$ cat src/rtl/mem_wb_pkg.sv
// Shared processor package: MEM/WB state encoding and default bus/timeout sizing.
package mem_wb_pkg;

  localparam int DATA_W_DEF  = 16;
  localparam int TIMEOUT_DEF = 15;

  typedef enum logic [1:0] {
    ST_IDLE   = 2'd0,
    ST_ACCESS = 2'd1,
    ST_WB     = 2'd2
  } state_t;

endpackage

$ cat src/rtl/mem_wb_flag_reg.sv
// Architectural N/Z/V flag register, loaded only when en is high.
module flag_reg (
  input  logic       clk,
  input  logic       rst_n,
  input  logic       en,
  input  logic [2:0] d,
  output logic [2:0] q
);

  always_ff @(posedge clk or negedge rst_n) begin
    if (!rst_n) q <= 3'b000;
    else if (en) q <= d;
  end

endmodule

$ cat src/rtl/mem_wb.sv
// MEM/WB stage: register writeback, single outstanding load/store with timeout, flag update.
//   state     | meaning
//   ST_IDLE   | pass ALU results to writeback, or launch a memory access
//   ST_ACCESS | request held on the bus until mem_rdy or timeout
//   ST_WB     | one-cycle register write of load data
module mem_wb
  import mem_wb_pkg::*;
#(
  parameter int DATA_W  = DATA_W_DEF,
  parameter int TIMEOUT = TIMEOUT_DEF
) (
  input  logic              clk,
  input  logic              rst_n,
  input  logic [DATA_W-1:0] dst,
  input  logic [DATA_W-1:0] sdata,
  input  logic              N,
  input  logic              Z,
  input  logic              V,
  input  logic              flags_we,
  input  logic              is_ld,
  input  logic              is_st,
  input  logic              rf_we_in,
  input  logic [3:0]        dst_reg,
  input  logic              mem_rdy,
  input  logic [DATA_W-1:0] mem_rdata,
  output logic              mem_re,
  output logic              mem_we,
  output logic [DATA_W-1:0] mem_addr,
  output logic [DATA_W-1:0] mem_wdata,
  output logic              rf_we,
  output logic [3:0]        rf_dst,
  output logic [DATA_W-1:0] rf_wdata,
  output logic              flag_N,
  output logic              flag_Z,
  output logic              flag_V,
  output logic              stall,
  output logic              mem_err
);

  localparam int CNT_W = (TIMEOUT > 1) ? $clog2(TIMEOUT) : 1;
  localparam logic [CNT_W-1:0] CNT_LAST = CNT_W'(TIMEOUT - 1);

  state_t           state, state_nxt;
  logic [CNT_W-1:0] cnt;
  logic             mem_op;
  logic             illegal;
  logic             timeout;
  logic             flags_en;

  assign mem_op   = is_ld ^ is_st;
  assign illegal  = is_ld & is_st;
  assign timeout  = (cnt == CNT_LAST);
  assign flags_en = (state == ST_IDLE) && flags_we && !is_ld && !is_st;

  always_ff @(posedge clk or negedge rst_n) begin
    if (!rst_n) state <= ST_IDLE;
    else        state <= state_nxt;
  end

  always_comb begin
    state_nxt = state;
    stall     = 1'b0;
    case (state)
      ST_IDLE: begin
        if (mem_op) begin
          stall     = 1'b1;
          state_nxt = ST_ACCESS;
        end
      end
      ST_ACCESS: begin
        stall = 1'b1;
        // mem_rdy takes priority over an expiring timeout in the same cycle
        if (mem_rdy)      state_nxt = mem_re ? ST_WB : ST_IDLE;
        else if (timeout) state_nxt = ST_IDLE;
      end
      ST_WB: begin
        stall     = 1'b1;
        state_nxt = ST_IDLE;
      end
      default: state_nxt = ST_IDLE;
    endcase
  end

  always_ff @(posedge clk or negedge rst_n) begin
    if (!rst_n) begin
      mem_re    <= 1'b0;
      mem_we    <= 1'b0;
      mem_addr  <= '0;
      mem_wdata <= '0;
      rf_we     <= 1'b0;
      rf_dst    <= 4'd0;
      rf_wdata  <= '0;
      mem_err   <= 1'b0;
      cnt       <= '0;
    end else begin
      mem_err <= 1'b0;
      case (state)
        ST_IDLE: begin
          if (illegal) begin
            rf_we   <= 1'b0;
            mem_err <= 1'b1;
          end else if (mem_op) begin
            mem_addr  <= dst;
            mem_wdata <= sdata;
            rf_dst    <= dst_reg;
            mem_re    <= is_ld;
            mem_we    <= is_st;
            cnt       <= '0;
            rf_we     <= 1'b0;
          end else begin
            rf_we    <= rf_we_in;
            rf_dst   <= dst_reg;
            rf_wdata <= dst;
          end
        end
        ST_ACCESS: begin
          rf_we <= 1'b0;
          if (mem_rdy) begin
            if (mem_re) begin
              rf_wdata <= mem_rdata;
              rf_we    <= 1'b1;
            end
            mem_re <= 1'b0;
            mem_we <= 1'b0;
          end else if (timeout) begin
            mem_re  <= 1'b0;
            mem_we  <= 1'b0;
            mem_err <= 1'b1;
          end else begin
            cnt <= cnt + 1'b1;
          end
        end
        ST_WB: begin
          rf_we <= 1'b0;
        end
        default: begin
          rf_we  <= 1'b0;
          mem_re <= 1'b0;
          mem_we <= 1'b0;
        end
      endcase
    end
  end

  flag_reg u_flag_reg (
    .clk   (clk),
    .rst_n (rst_n),
    .en    (flags_en),
    .d     ({N, Z, V}),
    .q     ({flag_N, flag_Z, flag_V})
  );

endmodule

$ cat config.mk
export PLATFORM = sky130hd
export DESIGN_NAME = mem_wb
export DESIGN_NICKNAME = d
export VERILOG_FILES = /design/src/rtl/mem_wb_pkg.sv /design/src/rtl/mem_wb_flag_reg.sv /design/src/rtl/mem_wb.sv
export SDC_FILE = /design/constraint.sdc
export NUM_CORES = 1
export LEC_CHECK = 0
export ABC_AREA = 1
export BUFFER_PORTS_ARGS = -buffer_cell sky130_fd_sc_hd__buf_2
export CORE_MARGIN = 2
export CORE_UTILIZATION = 48
export DETAILED_ROUTE_END_ITERATION = 12
export PLACE_DENSITY = 0.76
export SLEW_MARGIN = 20
export SYNTH_ARGS = -nofsm -noshare
export SYNTH_HDL_FRONTEND = slang
export SYNTH_SLANG_ARGS = --single-unit
$ cat constraint.sdc
create_clock -name clk -period 1.69 [get_ports clk]
set_input_delay 0.4225 -clock clk [delete_from_list [all_inputs] [get_ports clk]]
set_output_delay 0.4225 -clock clk [all_outputs]
set_load 0.02 [all_outputs]
==> run summary <==
The maximum single-stage delay on the critical path came out at 370 ps. In this run the vertical extent of the chip is 83.3 microns. By area the synthesized netlist is led by sky130_fd_sc_hd__dfrtp_1 (54%), sky130_fd_sc_hd__nand2_1 (13%), sky130_fd_sc_hd__o21ai_0 (6.8%).

The clock period minus final worst setup slack is 1740 ps. The category of the critical setup timing path was reg2out. The largest total area in the synthesized netlist belongs to sky130_fd_sc_hd__dfrtp_1. Global routing finished with a remaining overflow of 0. The final worst setup slack is -50.9 ps. Counting flops and latches in the post-synthesis netlist gives 65.

Walking the worst path, the cells encountered are inv_2, ha_4, inv_2, a21oi_2, buf_4. The dominant register cell in the synthesized netlist was sky130_fd_sc_hd__dfrtp_1. The H-tree was split into 3 levels. The worst-case clock skew came out at 6.38 ps. The initial utilization of the core area, before any placement, comes to 50.4%. At the later pin of the worst-skew pair, clock insertion delay measures 350 ps. The synthesized design devotes to its leading area cell type 53.9% of total area. The tools report the endpoint class of the critical path as an output port. The tools report the worst relative slew slack as 77.4%. After clock tree synthesis, the flow added hold-fix buffers numbering 0. The number of nets produced by synthesis is 403.

The checks that failed: negative setup slack. The sequential cell area fraction in the yosys report is 53.9%, and the clock edge transition at the registers on the reported setup and hold paths is 70 ps. Summed over all cells, the static leakage comes to 2.27 nW.

The worst setup path is launched from a flop. Across the run, the number of max-cap violations was 0. TritonCTS built the clock tree. Across every metal layer, demand over resource in global routing totals 21.4%. The run gives 122 as the top-level I/O count. Along the worst path, the maximum fanout reaches 2. The first routing iteration left 107 violations. Derived from the worst setup path, the maximum achievable clock frequency is 574 MHz. The aggregate routed wire length is 7090 microns, and the number of buffers inserted by port buffering is 121. The root buffer cell was sky130_fd_sc_hd__clkbuf_8. The final number of max-transition violations came out at 0. The flow ran to the end, but the final reports show violations. In this run the horizontal extent of the chip is 83.3 microns. Setup repair after global routing could not meet its margin everywhere. The core outline area is 5990 sq um. The first global-routing pass estimated 11900 microns of wire.

The class of the worst hold path is in2async. The floorplan has 28 rows. The run gives 0 as the number of antenna violations at the first check in global routing.

The cell occurring most often along the worst timing path is sky130_fd_sc_hd__inv_2. The net switching power is 3.66 mW, and the weighted congestion at the end of routability-driven global placement is 0.826. Combinational logic burns 52.5% of the power. In this run, synthesis inferred 0 flip-flops with an integrated enable. The tools report the final total negative setup slack as -50.9 ps. The final HPWL from detailed placement is 5320 microns, and the proportion of layout cells with a drive suffix above 1 is 40.0%.

The via count normalized by instance count was 4.85. In the synthesized netlist the async set-or-reset flop fraction comes to 100%. From synthesis to final layout, the design area changed by 34.5%.

Portion of total power attributed to sequential cells: 32.0%. Number of global-route vias before repair: 2535. Dividing the detail-routed wire length by the instance count gives 12.9 microns.

The tools report the number of hold violations in the final report as 0. The tools report the final layout net count as 540. The die covers 6940 sq um. On the critical path, the stage with the largest delay is an instance of sky130_fd_sc_hd__dfrtp_1.

In this run, CTS created clock tree buffers numbering 9. The total via count in the routed design was 2665. The slew at the pin closest to its max-slew limit is 339 ps, and the final clock period utilization by the worst path is 103%.

The remaining routing DRC violations was 0; the largest net degree at the start of global routing was 66. The clock network is responsible for 15.5% of the overall power. The detailed-router iteration count before antenna repair is 4. STA puts the critical path data required time at 1270 ps.

The post-synth design cell area is 3020 sq um. For the buffer levels on the longest clock path, the log shows 2. In this run the remaining antenna-violating nets after routing total 0.

Together, buffers and inverters on the worst path number 3. For the number of unique standard cell types used by synthesis, the log shows 24. The number of instances in the synthesized netlist was 333. The cell-internal power was 4.68 mW; the power density of the placed cells was 2050 nW/um^2.

After synthesis, the mean cell area works out to 9.07 sq um. STA puts the critical path data arrival time at 1320 ps. The number of antenna diodes in the final layout is 0. Total of warnings raised by yosys: 0. For this run, the share of the core covered by cells in the final layout is 67.8%. The tools report the worst ir drop on vdd as 1.15 mV. The family of cells with the greatest summed delay on the critical path is flip-flops. The net switching fraction of the power was 43.9%; the final number of setup-violating endpoints was 1. CTS saw 65 sinks.
==> registers in the layout, summed over array words and instances (netlist names) <==
signal,flops
u_flag_reg.q,3
mem_wdata,16
mem_addr,16
cnt,4
mem_re,1
rf_we,1
rf_dst,4
mem_we,1
rf_wdata,16
state,2
mem_err,1
==> metal layers <==
layer,track usage (%),share of wire (%),up-vias
li1,-,-,1328
met1,27.8,44,1225
met2,34.4,47,101
met3,5.27,7.5,11
met4,8.64,1.5,0
met5,0,0,-
==> layout by cell type, fill, tap and decap left out, types with 6 or more instances in the layout <==
| master | n |
|---|---|
| sky130_fd_sc_hd__buf_2 | 120 |
| sky130_fd_sc_hd__buf_4 | 16 |
| sky130_fd_sc_hd__clkbuf_8 | 10 |
| sky130_fd_sc_hd__dfrtp_1 | 65 |
| sky130_fd_sc_hd__ha_1 | 6 |
| sky130_fd_sc_hd__inv_1 | 30 |
| sky130_fd_sc_hd__inv_2 | 6 |
| sky130_fd_sc_hd__mux2_2 | 16 |
| sky130_fd_sc_hd__nand2_1 | 100 |
| sky130_fd_sc_hd__nand3_1 | 21 |
| sky130_fd_sc_hd__nor2_1 | 11 |
| sky130_fd_sc_hd__o21ai_0 | 41 |
==> stage by stage <==
stage | total power [mW] | std cells | hold WS (ps) | instance area [sq um] | setup WS [ps]
after detailed placement | 6.87 | 529 | 454 | 3770 | -17.6
after global routing | 8.92 | 550 | 110 | 4060 | -96.1
final | 8.33 | 550 | 79.7 | 4060 | -50.9
after global placement | 6.74 | 529 | 450 | 3770 | 4.78
after floorplan | 5.47 | 333 | 127 | 3020 | 5.20
after CTS | 8.28 | 549 | 95.4 | 4020 | -59.1
==> power by group through the flow <==
stage               Clock (mW)  Combinational (mW)  Sequential [mW]
floorplan                    0                1.97             3.50
global placement             0                4.08             2.66
detailed placement           0                4.18             2.69
CTS                       1.31                4.30             2.67
global route              1.39                4.78             2.75
finish                    1.29                4.37             2.67
==> worst paths after layout <==
path	startpoint	end	slack [ps]	cells after the start
max	state[0]$_DFFE_PN0P_	stall	-50	5
min	rst_n	rf_wdata[11]$_DFFE_PN0P_	80	2
max reg2reg	state[0]$_DFFE_PN0P_	cnt[1]$_DFFE_PN0P_	80	11
min reg2reg	rf_wdata[4]$_DFFE_PN0P_	rf_wdata[4]$_DFFE_PN0P_	470	2
max in group asynchronous	rst_n	rf_wdata[2]$_DFFE_PN0P_	1340	2
min in group clk	sdata[12]	mem_wdata[12]$_DFFE_PN0P_	300	2
==> cells in the mapped netlist (2+ instances only) <==
cell type and number:
sky130_fd_sc_hd__nand2_1 102, sky130_fd_sc_hd__dfrtp_1 65, sky130_fd_sc_hd__o21ai_0 41, sky130_fd_sc_hd__inv_1 33, sky130_fd_sc_hd__nand3_1 21, sky130_fd_sc_hd__mux2_2 16
sky130_fd_sc_hd__nor2_1 11, sky130_fd_sc_hd__ha_1 8, sky130_fd_sc_hd__clkbuf_1 4, sky130_fd_sc_hd__inv_2 4, sky130_fd_sc_hd__buf_2 3, sky130_fd_sc_hd__buf_4 3
sky130_fd_sc_hd__buf_6 3, sky130_fd_sc_hd__nand4_1 3, sky130_fd_sc_hd__nor2_2 3, sky130_fd_sc_hd__o21ai_1 3, sky130_fd_sc_hd__nand2_4 2, sky130_fd_sc_hd__nor2_8 2
==> layout make-up <==
cell class	count	area (sq um)
clock buffers	13	149
clock inverters	3	40.0
fillers	492	1930
inverters	37	141
multi-input cells	217	1220
flip-flops and latches	65	1630
well taps	75	93.8
repair buffers	140	792
==> timing repair <==
item	in CTS	in global routing
gates resized for setup	8	9
setup endpoints to repair	4	19
buffers inserted	4	1
pin swaps	2	5
endpoints found under the hold margin	0	0
==> cell families (layout without fill, tap and decap cells) <==
group	count (synthesis)	after routing	share of synthesized area [%]
AO/OA/AOI/OAI	46	46	7.75
adder cells (fa/ha/maj)	8	8	3.31
buffers and inverters	51	193	7.62
AND/OR/NAND/NOR	147	147	21.5
multiplexers	16	16	5.97
flip-flops	65	65	53.9
(Power assumes the default switching activity.)
